`config.mk`:
```
export PLATFORM = sky130hd
export DESIGN_NAME = tea_decrypt_core
export DESIGN_NICKNAME = d
export VERILOG_FILES = /design/src/rtl/tea_pkg.sv /design/src/rtl/tea_decrypt_core_mod33down.sv /design/src/rtl/tea_decrypt_core.sv
export SDC_FILE = /design/constraint.sdc
export NUM_CORES = 1
export LEC_CHECK = 0
export ABC_CLOCK_PERIOD_IN_PS = 20200
export CORE_ASPECT_RATIO = 0.7
export CORE_MARGIN = 5
export CORE_UTILIZATION = 40
export DETAILED_ROUTE_END_ITERATION = 8
export SYNTH_ARGS = -nofsm -noshare
export SYNTH_HDL_FRONTEND = slang
export SYNTH_SLANG_ARGS = --single-unit
```
`constraint.sdc`:
```
create_clock -name CLK -period 20.2 [get_ports CLK]
set_input_delay 3.03 -clock CLK [delete_from_list [all_inputs] [get_ports CLK]]
set_output_delay 3.03 -clock CLK [all_outputs]
set_load 0.02 [all_outputs]
```
`src/rtl/tea_pkg.sv`:
```
// Shared TEA definitions used by the encrypt and decrypt cores.
// Contents: FSM state encoding, the key-schedule constant and the round mixing function.
package tea_pkg;

    typedef enum logic [1:0] {
        ST_IDLE = 2'd0,
        ST_RUN  = 2'd1,
        ST_FIN  = 2'd2
    } tea_state_e;

    localparam logic [31:0] TEA_DELTA = 32'h9E3779B9;

    // F(v) = ((v<<4)+ka) ^ (v+sum) ^ ((v>>5)+kb); logical shift, all mod 2^32
    function automatic logic [31:0] tea_mix(
        input logic [31:0] v,
        input logic [31:0] sum,
        input logic [31:0] ka,
        input logic [31:0] kb
    );
        return ((v << 4) + ka) ^ (v + sum) ^ ((v >> 5) + kb);
    endfunction

endpackage

```
`src/rtl/tea_decrypt_core_mod33down.sv`:
```
// Remaining-round counter for the decrypt core: 6-bit load / decrement with a zero flag.
// Clear has priority over load, and load has priority over decrement.
module mod33down (
    input  logic       clk_i,
    input  logic       rst_ni,
    input  logic       load_i,
    input  logic [5:0] load_val_i,
    input  logic       dec_i,
    input  logic       clr_i,
    output logic [5:0] cnt_o,
    output logic       zero_o
);

    logic [5:0] cnt_q, cnt_d;

    always_comb begin
        cnt_d = cnt_q;
        if (clr_i) begin
            cnt_d = '0;
        end else if (load_i) begin
            cnt_d = load_val_i;
        end else if (dec_i) begin
            cnt_d = cnt_q - 6'd1;
        end
    end

    always_ff @(posedge clk_i or negedge rst_ni) begin
        if (!rst_ni) begin
            cnt_q <= '0;
        end else begin
            cnt_q <= cnt_d;
        end
    end

    assign cnt_o  = cnt_q;
    assign zero_o = (cnt_q == 6'd0);

endmodule

```
`src/rtl/tea_decrypt_core.sv`:
```
// TEA decryption core: iterative, one full round per clock, ROUNDS rounds per block.
// The optional ABORT input is compiled in with `define TEA_DECRYPT_ABORT_EN.
module tea_decrypt_core
    import tea_pkg::*;
#(
    parameter int          ROUNDS = 32,
    parameter logic [31:0] DELTA  = TEA_DELTA
) (
    input  logic         CLK,
    input  logic         RST_N,
    input  logic         START,
`ifdef TEA_DECRYPT_ABORT_EN
    input  logic         ABORT,
`endif
    input  logic [127:0] KEY,
    input  logic [63:0]  CIN,
    output logic         READY,
    output logic         BUSY,
    output logic         DONE,
    output logic [63:0]  POUT,
    output logic [5:0]   ROUND
);

    localparam logic [31:0] SUM_INIT   = DELTA * 32'(ROUNDS);
    localparam logic [5:0]  ROUND_INIT = 6'(ROUNDS);

    tea_state_e   state_q, state_d;
    logic [31:0]  v0_q, v1_q, sum_q;
    logic [31:0]  v0_d, v1_d;
    logic [127:0] key_q;
    logic [63:0]  pout_q;
    logic [5:0]   round_w;
    logic         abort_w, load_w, last_w, fin_w, clr_w, dec_w, zero_w;

`ifdef TEA_DECRYPT_ABORT_EN
    assign abort_w = ABORT;
`else
    assign abort_w = 1'b0;
`endif

    always_ff @(posedge CLK or negedge RST_N) begin
        if (!RST_N) begin
            state_q <= ST_IDLE;
        end else begin
            state_q <= state_d;
        end
    end

    always_comb begin
        state_d = state_q;
        case (state_q)
            ST_IDLE: if (START) state_d = ST_RUN;
            ST_RUN: begin
                if (abort_w) begin
                    state_d = ST_IDLE;
                end else if (last_w) begin
                    state_d = ST_FIN;
                end
            end
            ST_FIN:  state_d = ST_IDLE;
            default: state_d = ST_IDLE;
        endcase
    end

    always_comb begin
        READY = 1'b0;
        BUSY  = 1'b0;
        DONE  = 1'b0;
        case (state_q)
            ST_IDLE: READY = 1'b1;
            ST_RUN:  BUSY  = 1'b1;
            ST_FIN:  DONE  = 1'b1;
            default: ;
        endcase
    end

    assign load_w = READY & START;
    assign last_w = (round_w == 6'd1);
    assign fin_w  = BUSY & ~abort_w & last_w;
    assign clr_w  = BUSY & abort_w;
    assign dec_w  = BUSY & ~zero_w;

    mod33down u_round_cnt (
        .clk_i      (CLK),
        .rst_ni     (RST_N),
        .load_i     (load_w),
        .load_val_i (ROUND_INIT),
        .dec_i      (dec_w),
        .clr_i      (clr_w),
        .cnt_o      (round_w),
        .zero_o     (zero_w)
    );

    // One decrypt round: v1 is unwound first, and the fresh v1 feeds the v0 update
    always_comb begin
        v1_d = v1_q - tea_mix(v0_q, sum_q, key_q[63:32], key_q[31:0]);
        v0_d = v0_q - tea_mix(v1_d, sum_q, key_q[127:96], key_q[95:64]);
    end

    always_ff @(posedge CLK or negedge RST_N) begin
        if (!RST_N) begin
            v0_q   <= '0;
            v1_q   <= '0;
            sum_q  <= '0;
            key_q  <= '0;
            pout_q <= '0;
        end else if (load_w) begin
            v0_q  <= CIN[63:32];
            v1_q  <= CIN[31:0];
            key_q <= KEY;
            sum_q <= SUM_INIT;
        end else if (BUSY) begin
            v0_q  <= v0_d;
            v1_q  <= v1_d;
            sum_q <= sum_q - DELTA;
            if (fin_w) begin
                pout_q <= {v0_d, v1_d};
            end
        end
    end

    assign POUT  = pout_q;
    assign ROUND = round_w;

endmodule

```
=== Yosys cells after proc, flatten, opt, wreduce, memory -nomap -nowiden ===
Index checks and enable logic that the tools add are counted.

* Muxes and demuxes: 14
* Eq/ne operators: 5
* Add/subtract/negate cells: 10
* Bitwise operators: 9
* Reduce and logical (&&, ||, !) cells: 6

{| class="wikitable"
|+ Operators by type and width
! cell !! count
|-
| 32-bit two-way mux || 6
|-
| 32-bit adder || 4
|-
| 32-bit bitwise XOR || 4
|-
| 27-bit by 32-bit adder with 32-bit output || 2
|-
| 32-bit subtractor || 2
|-
| 32-bit subtractor (second input constant) || 1
|-
| 6-bit two-way mux || 2
|-
| 6-bit by 1-bit equality test with 1-bit output (second input constant) || 1
|-
| 6-bit zero test || 1
|-
| 6-bit by 1-bit subtractor with 6-bit output (second input constant) || 1
|-
| 2-bit two-way mux || 2
|-
| 2-bit inequality test (second input constant) || 2
|-
| 2-bit case mux with 2 select lines || 1
|-
| 2-bit nonzero test || 2
|-
| 1-bit AND || 3
|-
| 1-bit two-way mux || 3
|-
| 3-bit AND reduction || 1
|-
| 2-bit by 1-bit equality test with 1-bit output (second input constant) || 1
|-
| 2-bit equality test (second input constant) || 1
|-
| 2-bit zero test || 1
|-
| 1-bit inverter || 2
|-
| 2-bit AND reduction || 1
|}

* Register bits after elaboration: 296
* Logic and storage cells: 51
* Output and inout port bits: 73

=== Longest topological paths before layout ===
* Word-level depth: 10
* Depth in mapped cells: 48

=== By module ===
From an unflattened synthesis, not the netlist that was laid out.

* Cells, all modules: 2845
* Area, all modules: 24015.5 µm²

{| class="wikitable"
|+ Modules (own cells, without submodules)
! module !! instances !! area an instance (µm²) !! cells an instance
|-
| tea_decrypt_core || 1 || 23606.4 || 2803
|-
| mod33down || 1 || 409.1 || 42
|}

=== Least setup slack after synthesis ===
Ideal clock, no wire load.

* Path kind: register to register
* Start: register v0_q[0]
* End: register v0_q[31]
* Setup slack: 11.634 ns
* Period minus slack after synthesis: 8.566 ns
* Setup time: 0.131 ns
* Cell stages (with the launch flop): 45
* Buffers on the path: 0
* Arrival: 8.435 ns
* Cell sequence: dfrtp_1 ha_1 inv_1 fa_1 inv_1 a21oi_1 o21bai_1 a21o_1 a31o_2 o41ai_2 o31ai_1 a21o_1 a21oi_1 xnor2_1 xnor2_1 xnor2_1 ha_1 o21a_1 [... 9 more ...] ha_1 nand3_1 or2_2 o22a_1 o211a_1 nor2b_1 o21ai_0 xnor3_1 xnor2_1 ha_1 nand3_1 or3_1 o31ai_1 xnor3_1 xnor2_1 xnor2_1 xnor2_1 o21ai_1

* Word-level cells in the longest chain between the ends: 10
* Elaborated cells between the ends (all ways): 13

{| class="wikitable"
|+ RTL lines
! item !! line !! RTL
|-
| from (decl) || tea_decrypt_core.sv:28 || <nowiki>logic [31:0] v0_q, v1_q, sum_q;</nowiki>
|-
| from (signal assigned) || tea_decrypt_core.sv:108 || <nowiki>v0_q <= CIN[63:32];</nowiki>
|-
| from (signal assigned) || tea_decrypt_core.sv:113 || <nowiki>v0_q <= v0_d;</nowiki>
|-
| 32-bit adder || tea_pkg.sv:20 || <nowiki>return ((v << 4) + ka) ^ (v + sum) ^ ((v >> 5) + kb);</nowiki>
|-
| 32-bit bitwise XOR (*) (2 in series) || tea_pkg.sv:20 ||
|-
| 32-bit subtractor (*) || tea_decrypt_core.sv:96 || <nowiki>v1_d = v1_q - tea_mix(v0_q, sum_q, key_q[63:32], key_q[31:0]);</nowiki>
|-
| net v1_d[29] || tea_decrypt_core.sv:29 || <nowiki>logic [31:0] v0_d, v1_d;</nowiki>
|-
| 32-bit adder || tea_pkg.sv:20 ||
|-
| 32-bit bitwise XOR || tea_pkg.sv:20 ||
|-
| 32-bit bitwise XOR (*) || tea_pkg.sv:20 ||
|-
| 32-bit subtractor (*) || tea_decrypt_core.sv:97 || <nowiki>v0_d = v0_q - tea_mix(v1_d, sum_q, key_q[127:96], key_q[95:64]);</nowiki>
|-
| 32-bit two-way mux (*) || tea_decrypt_core.sv:112 || <nowiki>end else if (BUSY) begin</nowiki>
|-
| 32-bit two-way mux (*) || tea_decrypt_core.sv:107 || <nowiki>end else if (load_w) begin</nowiki>
|}

The timed path passes the listed nets; every way through them passes the cells marked *. The select of a mux whose other input is x is not followed.
A chain may end at the register's enable or synchronous reset.

=== Worst setup path in the final report ===
* Start: register sum_q[0]
* End: register pout_q[63], in the netlist POUT[63]

* Word-level cells in the longest chain between the ends: 8
* Elaborated cells between the ends (all ways): 10

{| class="wikitable"
|+ RTL lines
! item !! line !! RTL
|-
| from (decl) || tea_decrypt_core.sv:28 ||
|-
| from (signal assigned) || tea_decrypt_core.sv:115 || <nowiki>sum_q <= sum_q - DELTA;</nowiki>
|-
| 32-bit adder (*) || tea_pkg.sv:20 ||
|-
| 32-bit bitwise XOR (*) (2 in series) || tea_pkg.sv:20 ||
|-
| 32-bit subtractor (*) || tea_decrypt_core.sv:96 ||
|-
| net v1_d[29] || tea_decrypt_core.sv:29 ||
|-
| 32-bit adder || tea_pkg.sv:20 ||
|-
| 32-bit bitwise XOR || tea_pkg.sv:20 ||
|-
| 32-bit bitwise XOR (*) || tea_pkg.sv:20 ||
|-
| 32-bit subtractor (*) || tea_decrypt_core.sv:97 ||
|-
| to (signal assigned) || tea_decrypt_core.sv:117 || <nowiki>pout_q <= {v0_d, v1_d};</nowiki>
|-
| to (decl) || tea_decrypt_core.sv:31 || <nowiki>logic [63:0] pout_q;</nowiki>
|}

The timed path passes the listed nets; every way through them passes the cells marked *.

==> run metrics <==
CP Launch Type=flip-flop; mapped cell area=23800 µm²; crit-path most repeated cell=xnor2_1; Pwr Total=0.00129 W; status=completed; Max-Cap Viols=0; Final min period=10.74 ns; Avg Synthesized Cell Area=8.43 µm²; hold_sp=POUT[29]; Critical Path AT=11.13 ns; layout cells sized above 1=3.66%; nets@finish=3511; routability congestion estimate=0.934; worst endpoint required time=20.59 ns; relative slew slack=27.1%; uppermost layer routed=met4; DRC violations left=0; commonest cells in the netlist=nand2_1 (603), xnor2_1 (306), dfrtp_1 (296); Die Area=64500 µm²; H-tree depth=2; VDD IR max=0.0351 mV; DRT Wirelength=86400 µm; initial core utilization=40.6%; largest net degree at the start of global routing=101; Yosys top cell by area=dfrtp_1; cell count after synthesis=2819; ANT cells=0; wire length per cell=22.2 µm; Port Buffer Count=267; Synth Area in XOR/XNOR=13.9%; main combinational cell family by area after synthesis=compound AO/OA/AOI/OAI gates; Worst-Skew Late Latency=0.55 ns; Main synth FF type=dfrtp_1; clock tree buffer depth=3; multiplexer share of the synthesized area=1.25%; I/O pins=268; Crit Reg-Reg Startpoint=sum_q[0]; largest cells by area after synthesis=dfrtp_1 (31%), ha_1 (13%), xnor2_1 (11%); TritonCTS clock tree=yes; RSZ-0062 raised after global routing=false; Fill cells=5592; initial DRC count=2077; post-CTS resize count=0; Post-synth EDFFs=0; core area=58600 µm²; CP Class=flip-flop to flip-flop; die height=214 µm; Fmax=93.1 MHz; wire length of the first global-routing pass=132000 µm; vias in the first global route=21700; drt pass-1 iters=8; row count=74; Reg clk slew, reported paths=0.06 ns; Reg area=7410 µm²; setup bufs post-CTS=0; HP Class=flip-flop to flip-flop; initial antenna violation count=2; Final Hold Viols=0; hold-fix buffers at CTS=0; Via density=5.63; worst-margin pin slew=1.09 ns; final period utilization=53.2%; Yosys warnings=0; share of the synthesized area in the top cell type=31.2%; WL met2=32500 µm; All-Layer GR Usage=26.1%; Area Growth Syn to Fin=19.7%; clock skew=0.0214 ns; final setup fails=0; setup TNS=0 ns; crit path capture type=flip-flop; Synth Area in Simple Gates=16.9%; Compound-Gate Fraction of Synth Area=20.5%; multi-input logic area=15700 µm²; R2R setup slack=9.46 ns; Root Driver=clkbuf_16; max-slew violation count=0; Netlist cell types=73; Clock Sinks=296; CTS Buf Count=34; net count after synthesis=3267; Power Density=45.3 nW/µm²; Chip Width=301 µm; met3 WL=7140 µm; synthesized flop and latch total=296; Pleak=13.8 nW; adder-cell share of the synthesized area=13.6%; fraction of the yosys area taken by sequential cells=31.2%; GRT overflow=0; CP peak stage delay=0.51 ns; most frequent cell after synthesis=nand2_1; slowest CP cell=ha_1; post-DP HPWL=69000 µm; antenna viol nets, final=0; Vias=21900; beginning of the critical path=sum_q[0]; Max FO, Critical Path=8; asr flop ratio synth=100%; DRT met1 WL=45200 µm
## sequential cells by signal, summed over array words and instances, names as in the netlist
register / cells
v0_q: 32
state_q: 2
u_round_cnt.cnt_o: 6
v1_q: 32
sum_q: 32
POUT: 64
key_q: 128
## placed cells by master (no fill, tap or decap), types with 27 or more instances in the layout
| master | Yosys | routed |
|---|---|---|
| o21ai_0 | 111 | 111 |
| nand3_1 | 62 | 61 |
| clkdlybuf4s50_1 | 0 | 266 |
| o21bai_1 | 27 | 27 |
| a21oi_1 | 175 | 175 |
| o21a_1 | 28 | 28 |
| xor2_1 | 57 | 57 |
| a21o_1 | 136 | 136 |
| a22oi_1 | 56 | 56 |
| ha_1 | 245 | 245 |
| nor3_1 | 43 | 43 |
| clkbuf_16 | 0 | 35 |
| nor2_1 | 119 | 118 |
| dfrtp_1 | 296 | 296 |
| o21ai_1 | 72 | 72 |
| nand2_1 | 603 | 602 |
| inv_1 | 93 | 92 |
| xnor2_1 | 306 | 306 |
## per-stage QoR
step                instances  instance area (µm²)  setup slack [ns]  hold WS (ns)  utilization, %
CTS                      3884                28500              9.62         0.484            48.6
detailed placement       3825                27300              9.63         0.469            46.6
global placement         3825                27300              9.55         0.465            46.6
finish                   3884                28500              9.46         0.476            48.6
floorplan                2819                23800             11.63         0.450               -
global route             3884                28500              8.82         0.501            48.6
## layout make-up
| type | instances | share of cell area (%) |
|---|---|---|
| inverters | 94 | 1.24 |
| clock buffers | 47 | 3.55 |
| repair buffers | 285 | 9.88 |
| flip-flops and latches | 296 | 26.0 |
| clock inverters | 12 | 0.449 |
| multi-input cells | 2352 | 55.3 |
| well taps | 798 | 3.51 |
## logic make-up (layout without fill, tap and decap cells)
group	Yosys count	after routing
compound gates	755	755
xor+xnor	368	368
fa+ha+maj	253	253
buf+inv	171	438
flops	296	296
mux	27	27
simple gates	949	949
## power breakdown
group	internal [W]	switching, W	leakage [nW]
registers	0.000593	0	3.88
clock network	0.000376	0.000267	0.564
logic	0.0000335	0.0000195	9.31
total	0.00100	0.000286	13.8
## final timing paths
kind                                    to  cells past startpoint
worst max-delay path              POUT[63]                     43
worst min-delay path              POUT[29]                      2
worst max register to register    POUT[63]                     43
worst min register to register    POUT[29]                      2
max in group asynchronous       key_q[125]                      2
min in group asynchronous        key_q[39]                      1
## critical path, delay by kind of cell (launching register included)
family / cells / cell delay (ns)
compound gates: 20 / 4.15
xor+xnor: 9 / 2.41
flops: 1 / 0.49
simple gates: 8 / 1.49
buf+inv: 1 / 0.06
fa+ha+maj: 5 / 1.94
## layer usage
metal / GRT usage [%] / up-vias
met1: 43.0 / 10600
met4: 4.71 / 0
li1: - / 10400
met5: 0 / -
met3: 4.96 / 104
met2: 35.0 / 833
Note: power is estimated with default switching activity, not from simulation.
